$ cat src/rtl/lsu_ctrl.sv
// lsu_ctrl: load/store sequencer for the RV32I core.
// Accepts one decoded load/store at a time, forms ea = rs1 + imm, screens
// funct3 and alignment, runs a valid/ready data-memory request and, for
// loads, aligns/extends the returned word into a register writeback.
// Exceptions (misaligned, illegal funct3, bus timeout) leave as a one-cycle
// pulse carrying the cause and faulting effective address.
//
// Ports:
//   clk, rst_n                    clock, async active-low reset
//   req_*                         request in (valid/ready, is_store, funct3,
//                                 rs1, imm, rs2, rd)
//   mem_req_* / mem_addr/we/be/wdata   memory request (valid/ready)
//   mem_rsp_valid, mem_rdata      load response
//   wb_valid, wb_rd, wb_data      register writeback strobe
//   done                          successful completion pulse
//   exc_valid, exc_cause, exc_addr  exception pulse
module lsu_ctrl #(
    parameter int TIMEOUT_CYCLES = 16
) (
    input  logic        clk,
    input  logic        rst_n,
    input  logic        req_valid,
    output logic        req_ready,
    input  logic        req_is_store,
    input  logic [2:0]  req_funct3,
    input  logic [31:0] req_rs1_val,
    input  logic [31:0] req_imm,
    input  logic [31:0] req_rs2_val,
    input  logic [4:0]  req_rd,
    output logic        mem_req_valid,
    input  logic        mem_req_ready,
    output logic [31:0] mem_addr,
    output logic        mem_we,
    output logic [3:0]  mem_be,
    output logic [31:0] mem_wdata,
    input  logic        mem_rsp_valid,
    input  logic [31:0] mem_rdata,
    output logic        wb_valid,
    output logic [4:0]  wb_rd,
    output logic [31:0] wb_data,
    output logic        done,
    output logic        exc_valid,
    output logic [1:0]  exc_cause,
    output logic [31:0] exc_addr
);

    localparam logic [7:0] CNT_LAST = 8'(TIMEOUT_CYCLES - 1);

    typedef enum logic [2:0] {S_IDLE, S_ISSUE, S_WAIT, S_RESP, S_EXC} state_t;

    typedef struct packed {
        logic        is_store;
        logic [2:0]  funct3;
        logic [31:0] ea;
        logic [4:0]  rd;
    } req_t;

    state_t      state, state_d;
    req_t        req_q, req_d;
    logic [7:0]  cnt, cnt_d;

    logic        mem_req_valid_d, mem_we_d, wb_valid_d, done_d, exc_valid_d;
    logic [31:0] mem_addr_d, mem_wdata_d, wb_data_d, exc_addr_d;
    logic [3:0]  mem_be_d;
    logic [4:0]  wb_rd_d;
    logic [1:0]  exc_cause_d;

    // Incoming request decode (only meaningful while IDLE)
    logic [31:0] ea_in, wdata_in;
    logic        legal_in, misal_in;
    logic [3:0]  be_in;

    assign ea_in = req_rs1_val + req_imm;

    always_comb begin
        legal_in = 1'b0;
        misal_in = 1'b0;
        be_in    = 4'b1111;
        wdata_in = req_rs2_val;
        case (req_funct3)
            3'b000, 3'b001, 3'b010: legal_in = 1'b1;
            3'b100, 3'b101:         legal_in = !req_is_store;
            default:                legal_in = 1'b0;
        endcase
        // funct3[1:0] is the access size: 00 byte, 01 half, 10 word
        case (req_funct3[1:0])
            2'b00: begin
                be_in    = 4'b0001 << ea_in[1:0];
                wdata_in = {4{req_rs2_val[7:0]}};
            end
            2'b01: begin
                be_in    = 4'b0011 << ea_in[1:0];
                wdata_in = {2{req_rs2_val[15:0]}};
                misal_in = ea_in[0];
            end
            default: begin
                be_in    = 4'b1111;
                wdata_in = req_rs2_val;
                misal_in = (ea_in[1:0] != 2'b00);
            end
        endcase
    end

    // Load data alignment and extension, driven from the held request
    logic [31:0] rshift, ld_data;

    assign rshift = mem_rdata >> {req_q.ea[1:0], 3'b000};

    always_comb begin
        ld_data = rshift;
        case (req_q.funct3)
            3'b000:  ld_data = {{24{rshift[7]}}, rshift[7:0]};
            3'b100:  ld_data = {24'h0, rshift[7:0]};
            3'b001:  ld_data = {{16{rshift[15]}}, rshift[15:0]};
            3'b101:  ld_data = {16'h0, rshift[15:0]};
            default: ld_data = rshift;
        endcase
    end

    assign req_ready = (state == S_IDLE);

    // Next state plus next values of every registered output. Pulses default
    // low; request/writeback/exception payloads hold unless updated.
    always_comb begin
        state_d         = state;
        req_d           = req_q;
        cnt_d           = cnt;
        mem_req_valid_d = mem_req_valid;
        mem_addr_d      = mem_addr;
        mem_we_d        = mem_we;
        mem_be_d        = mem_be;
        mem_wdata_d     = mem_wdata;
        wb_valid_d      = 1'b0;
        wb_rd_d         = wb_rd;
        wb_data_d       = wb_data;
        done_d          = 1'b0;
        exc_valid_d     = 1'b0;
        exc_cause_d     = exc_cause;
        exc_addr_d      = exc_addr;

        case (state)
            S_IDLE: begin
                if (req_valid) begin
                    req_d = '{is_store: req_is_store, funct3: req_funct3,
                              ea: ea_in, rd: req_rd};
                    if (!legal_in || misal_in) begin
                        // illegal funct3 outranks misalignment
                        exc_valid_d = 1'b1;
                        exc_cause_d = !legal_in ? 2'd2 : (req_is_store ? 2'd1 : 2'd0);
                        exc_addr_d  = ea_in;
                        state_d     = S_EXC;
                    end else begin
                        mem_req_valid_d = 1'b1;
                        mem_addr_d      = {ea_in[31:2], 2'b00};
                        mem_we_d        = req_is_store;
                        mem_be_d        = be_in;
                        mem_wdata_d     = wdata_in;
                        state_d         = S_ISSUE;
                    end
                end
            end
            S_ISSUE: begin
                if (mem_req_ready) begin
                    mem_req_valid_d = 1'b0;
                    if (req_q.is_store) begin
                        done_d  = 1'b1;
                        state_d = S_RESP;
                    end else begin
                        cnt_d   = 8'd0;
                        state_d = S_WAIT;
                    end
                end
            end
            S_WAIT: begin
                if (mem_rsp_valid) begin
                    done_d     = 1'b1;
                    wb_valid_d = 1'b1;
                    wb_rd_d    = req_q.rd;
                    wb_data_d  = ld_data;
                    state_d    = S_RESP;
                end else if (cnt == CNT_LAST) begin
                    exc_valid_d = 1'b1;
                    exc_cause_d = 2'd3;
                    exc_addr_d  = req_q.ea;
                    state_d     = S_EXC;
                end else begin
                    cnt_d = cnt + 8'd1;
                end
            end
            S_RESP:  state_d = S_IDLE;
            S_EXC:   state_d = S_IDLE;
            default: state_d = S_IDLE;
        endcase
    end

    always_ff @(posedge clk or negedge rst_n) begin
        if (!rst_n) begin
            state         <= S_IDLE;
            req_q         <= '0;
            cnt           <= 8'd0;
            mem_req_valid <= 1'b0;
            mem_addr      <= 32'h0;
            mem_we        <= 1'b0;
            mem_be        <= 4'h0;
            mem_wdata     <= 32'h0;
            wb_valid      <= 1'b0;
            wb_rd         <= 5'd0;
            wb_data       <= 32'h0;
            done          <= 1'b0;
            exc_valid     <= 1'b0;
            exc_cause     <= 2'd0;
            exc_addr      <= 32'h0;
        end else begin
            state         <= state_d;
            req_q         <= req_d;
            cnt           <= cnt_d;
            mem_req_valid <= mem_req_valid_d;
            mem_addr      <= mem_addr_d;
            mem_we        <= mem_we_d;
            mem_be        <= mem_be_d;
            mem_wdata     <= mem_wdata_d;
            wb_valid      <= wb_valid_d;
            wb_rd         <= wb_rd_d;
            wb_data       <= wb_data_d;
            done          <= done_d;
            exc_valid     <= exc_valid_d;
            exc_cause     <= exc_cause_d;
            exc_addr      <= exc_addr_d;
        end
    end

endmodule

$ cat config.mk
export PLATFORM = sky130hd
export DESIGN_NAME = lsu_ctrl
export DESIGN_NICKNAME = d
export VERILOG_FILES = /design/src/rtl/lsu_ctrl.sv
export SDC_FILE = /design/constraint.sdc
export NUM_CORES = 1
export LEC_CHECK = 0
export CAP_MARGIN = 30
export CORE_MARGIN = 4
export CORE_UTILIZATION = 44
export DETAILED_ROUTE_END_ITERATION = 10
export MAX_ROUTING_LAYER = met4
export PLACE_DENSITY = 0.82
export SLEW_MARGIN = 20
export SYNTH_ARGS = -nofsm -noshare
export SYNTH_HDL_FRONTEND = slang
export SYNTH_SLANG_ARGS = --single-unit
$ cat constraint.sdc
create_clock -name clk -period 2.6 [get_ports clk]
set_input_delay 0.52 -clock clk [delete_from_list [all_inputs] [get_ports clk]]
set_output_delay 0.52 -clock clk [all_outputs]
set_load 0.05 [all_outputs]
; ---- Word level (Yosys, flattened, before mapping)
; Cells that the tools add are included.
[totals]
wordCells = 107
ff_bits = 194
output_inout_bits = 145
[op_classes]
bitwise = 1
n_mux = 43
n_reduce_logical = 20
shift = 3
add_sub_neg = 2
n_eq_ne = 20
[op_table]
columns = cell, count
row1 = $mux W32, 4
row2 = $pmux W32 S2, 2
row3 = $pmux W32 S4, 1
row4 = $add A32 B32 Y32, 1
row5 = $mux W8, 4
row6 = $shr A32 B5 Y32, 1
row7 = $pmux W8 S2, 1
row8 = $mux W3, 5
row9 = $ne A2 B2 Y1 const B, 7
row10 = $mux W1, 13
row11 = $eq A3 B3 Y1 const B, 4
row12 = $mux W2, 5
row13 = $pmux W1 S2, 5
row14 = $reduce_and A5 Y1, 2
row15 = $eq A3 B1 Y1 const B, 3
row16 = $logic_not A3 Y1, 3
row17 = $pmux W3 S3, 1
row18 = $add A8 B1 Y8 const B, 1
row19 = $eq A8 B4 Y1 const B, 1
row20 = $pmux W4 S2, 1
row21 = $reduce_bool A2 Y1, 4
row22 = $eq A3 B2 Y1 const B, 2
row23 = $reduce_and A3 Y1, 2
row24 = $pmux W2 S2, 1
row25 = 13 further kinds, 15

; ---- Longest topological paths before layout
[depth]
depth_word = 8
depth_mapped = 12
depth_no_buf = 12

; ---- Worst setup path before layout
; OpenSTA, ideal clock, no wires.
[synth_timing]
path_kind = register to register
from = reg state[2]
to = reg mem_wdata[24]
required_ns = 2.461
setup_time_ns = 0.139
path_stages_with_launch = 8
arrival_time_ns = 2.759
path_slack_ns = -0.298
path_buffers = 3
cell_sequence = dfrtp_1 -> clkbuf_1 -> nor3_1 -> nand3_1 -> clkbuf_1 -> clkbuf_1 -> nand2_1 -> o21ai_0
[synth_via]
elab_chain_cells = 2
[synth_lines]
columns = item, line_no
row1 = from (decl), 58  ; state_t state, state_d;
row2 = from (signal assigned), 214  ; state <= state_d;
row3 = $logic_not A3 Y1, -
row4 = net req_ready, 23  ; output logic req_ready,
row5 = $reduce_and A3 Y1 (no source line), -
row6 = to (signal assigned), 221  ; mem_wdata <= mem_wdata_d;
row7 = to (decl), 35  ; output logic [31:0] mem_wdata,
; The timed path passes the listed nets, and every way through them passes these cells.
; A chain may end at the register's enable or synchronous reset.

; ---- Worst setup path after layout
[layout_timing]
from = in req_rs1_val[12]
to = reg mem_addr[29]
[layout_via]
elab_chain_cells = 1
[layout_lines]
columns = item, line_no
row1 = from (decl), 26  ; input logic [31:0] req_rs1_val,
row2 = $add A32 B32 Y32, 73  ; assign ea_in = req_rs1_val + req_imm;
row3 = to (signal assigned), 218  ; mem_addr <= mem_addr_d;
row4 = to (decl), 32  ; output logic [31:0] mem_addr,
; Every way passes these cells.

==> impl_metrics.yaml <==
run_status:
  status: "completed"
timing:
  slew_headroom_pct: 54.4
  final_max_slew_viol_count: 0
  finalCriticalPeriod_ps: 2550
  finalCritPeriodShare_pct: 98.0
  hold_viol: 0
  max_freq_ghz: 0.393
  worst_pin_slew_ps: 678
  fin_skew_ps: 20.7
  finalSetupViolations: 0
  finalHoldWorstSlack_ps: 39.5
  rsz0062_at_grt: "yes"
clock_tree:
  clkTransAtPathRegs_ps: 80
  cts_root_buffer: "clkbuf_16"
  hold_buffers: 0
  clk_latency_ps: 430
  cts_max_level: 4
  clk_path_buf_depth: 2
  tritoncts: "built"
  clock_sinks: 194
  cts-buffers-inserted: 17
synthesis:
  synth.yosys.seq_area_share_pct: 48.8
  ys_async_sr_fraction_pct: 100
  synth_cell_types: 62
  yosys.area.top_type_share_pct: 48.8
  synth_top_cell_by_area: "dfrtp_1"
  synthFlopType: "dfrtp_1"
  synth_edf_count: 0
  synthMostInstantiatedCell: "nand2_1"
  ys_warn_count: 0
  synth_seq_cells: 194
  synth_common_cells: "nand2_1 (195), dfrtp_1 (194), nor2_1 (100), o21ai_0 (100), a21oi_1 (96)"
  synth_area_sq_mm: 0.00995
  postSynthCellCount: 1091
  synth.avg_cell_area_sq_um: 9.12
  synth_area_leaders: "dfrtp_1 (49%), nand2_1 (7.4%), o21ai_0 (5.0%)"
place:
  hpwl_mm: 24.4
  numPortBuffers: 284
  gp_congestion: 0.987
  place_inst: 1724
die:
  ios: 287
  die_w_um: 158
  core_area_sq_mm: 0.0220
  die_height_um: 158
  initial_core_util_pct: 45.2
  dieArea_sq_mm: 0.0251
  rows: 54
critical_path:
  slowest_stage: "clkdlybuf4s50_1"
  critical_path_class: "in2reg"
  crit_chain: "clkdlybuf4s50_1, ha_1, and3_1, nand3_1, buf_4, nor2_1, a21oi_4, o21ai_1, a31oi_1, xnor2_2, o21ai_1"
  startpoint_type: "input pin"
  crit_top_cell: "o21ai_1"
  end_kind: "flop"
  arrival_ps: 2840
  crit_required_ps: 2900
  critPathMaxStageDelay_ps: 410
  critPathMaxFanout: 4
hold_path:
  hp-class: "in2async"
power_and_ir_drop:
  power.internal_mw: 9.55
  vdd_drop_max_v: 0.000807
  power.switching_mw: 8.99
  total_power_mw: 18.5
  combPwrFrac_pct: 56.2
  p_per_area_mw_per_mm2: 1230
  p_clk_share_pct: 14.8
  leakagePower_nw: 6.76
  seq_power_share_pct: 29.1
  p_sw_share_pct: 48.5
global_routing:
  grt_max_degree: 59
  antenna_found_initial: 0
  overflow: 0
  gr-usage-all-layers_pct: 26.1
  grt_pass1_vias: 9527
  grt_pass1_wl_mm: 50.3
finish:
  syn_to_final_growth_pct: 50.8
  stdcell_count: 1764
  post_route_cells_drive_above_1_share_pct: 18.1
  num_antenna_cells: 0
  fin_nets: 1646
  utilization_pct: 68.2
route:
  drc: 0
  wl_per_cell_um: 18.4
  viasPerCell: 5.37
  drt_iter0_markers: 570
  firstDrtPassIters: 5
  via_count: 9479
  ant_nets: 0
  drt_wl_total_mm: 32.4
job:
  maxCapViolations: 0
cell type report:
cell class / instances / area [sq um]
clock buffer: 17 / 425
clock inverter: 15 / 190
fill: 1671 / 7010
inverter: 17 / 63.8
multi-input combinational: 822 / 5160
sequential: 194 / 4850
tap: 280 / 350
timing repair buffer: 419 / 3970
state kept, by name, summed over array words and instances, names as in the netlist, 2 cells and up:
signal / count
req_q: 41
exc_addr: 32
mem_wdata: 32
wb_data: 32
mem_addr: 30
cnt: 8
wb_rd: 5
mem_be: 4
state: 3
exc_cause: 2
cell usage in the layout (no fill, tap or decap), types with 5 or more instances in the layout:
master | Yosys | routed
nor3_1 | 9 | 6
o21ai_0 | 100 | 99
o21ai_2 | 1 | 6
buf_12 | 0 | 8
nor2_1 | 100 | 94
nand2b_1 | 9 | 8
dlymetal6s2s_1 | 0 | 11
nor2b_1 | 10 | 10
a21oi_1 | 96 | 88
ha_1 | 32 | 16
a31oi_1 | 8 | 7
dfrtp_1 | 194 | 194
xor2_1 | 17 | 16
nor2_2 | 1 | 5
clkdlybuf4s50_1 | 0 | 267
nand3_1 | 16 | 13
mux2i_1 | 40 | 40
a21oi_2 | 7 | 13
and3_1 | 7 | 7
inv_8 | 0 | 6
ha_4 | 0 | 8
a211oi_1 | 9 | 8
nand2_1 | 195 | 193
inv_2 | 3 | 6
mux2_2 | 15 | 15
mux2_1 | 6 | 6
a21o_1 | 12 | 12
clkbuf_16 | 0 | 17
o21a_1 | 5 | 5
xnor2_1 | 15 | 13
o21ai_1 | 50 | 46
o211ai_1 | 5 | 5
buf_4 | 2 | 128
o22a_1 | 9 | 9
inv_1 | 14 | 11
ha_2 | 0 | 8
timing repair:
action	CTS	global route
resized for setup	16	62
buffers inserted	3	4
pin swaps	12	34
setup endpoints to repair	88	42
stage by stage:
stage / TNS, ps / instance area [sq um] / setup slack [ps]
6_report: 0 / 15000 / 52.5
5_1_grt: -355 / 15000 / -95.6
4_1_cts: -8.49 / 14700 / -8.49
3_5_place_dp: -63050 / 14000 / -759
3_3_place_gp: -55040 / 14000 / -676
2_1_floorplan: 0 / 10000 / 16.2
cell families (layout without fill, tap and decap cells):
kind of cell | count (synthesis) | count (layout) | synth area share (%)
fa+ha+maj | 33 | 33 | 4.22
simple gates | 370 | 370 | 15.7
flops | 194 | 194 | 48.8
buf+inv | 76 | 468 | 3.00
compound gates | 324 | 324 | 19.1
other cells | 1 | 2 | 0.0377
xor+xnor | 32 | 32 | 2.82
mux | 61 | 61 | 6.40
routing by layer:
| layer | global-route usage, % | vias to the layer above | wire (um) |
|---|---|---|---|
| li1 | - | 4526 | - |
| met1 | 34.2 | 4541 | 14100 |
| met2 | 42.4 | 358 | 15600 |
| met3 | 3.91 | 54 | 1760 |
| met4 | 8.04 | 0 | 866 |
| met5 | - | - | 0 |
power groups by stage:
stage / Clock (mW) / Sequential (mW) / Combinational [mW]
3_3_place_gp: 0 / 5.34 / 10.1
4_1_cts: 2.78 / 5.38 / 10.4
6_report: 2.74 / 5.39 / 10.4
3_5_place_dp: 0 / 5.40 / 10.3
5_1_grt: 2.92 / 5.55 / 11.1
2_1_floorplan: 0 / 8.82 / 2.89
critical path, delay by kind of cell:
| family | cells | cell delay [ps] |
|---|---|---|
| fa+ha+maj | 1 | 370 |
| xor+xnor | 1 | 290 |
| simple gates | 3 | 530 |
| buf+inv | 2 | 560 |
| compound gates | 4 | 560 |
final timing paths:
kind | slack (ps) | start | endpoint | depth (start not counted)
worst max-delay path | 50 | req_rs1_val[12] | mem_addr[29]$_DFFE_PN0P_ | 11
worst min-delay path | 40 | rst_n | mem_wdata[12]$_DFFE_PN0P_ | 1
worst max register to register | 420 | cnt[4]$_DFFE_PN0P_ | exc_addr[25]$_DFFE_PN0P_ | 8
worst min register to register | 460 | req_q[4]$_DFFE_PN0P_ | wb_rd[4]$_DFFE_PN0P_ | 2
max in group asynchronous | 1890 | rst_n | mem_wdata[9]$_DFFE_PN0P_ | 2
min in group clk | 460 | req_q[4]$_DFFE_PN0P_ | wb_rd[4]$_DFFE_PN0P_ | 2
No activity file was read; power rests on OpenSTA's default activity.
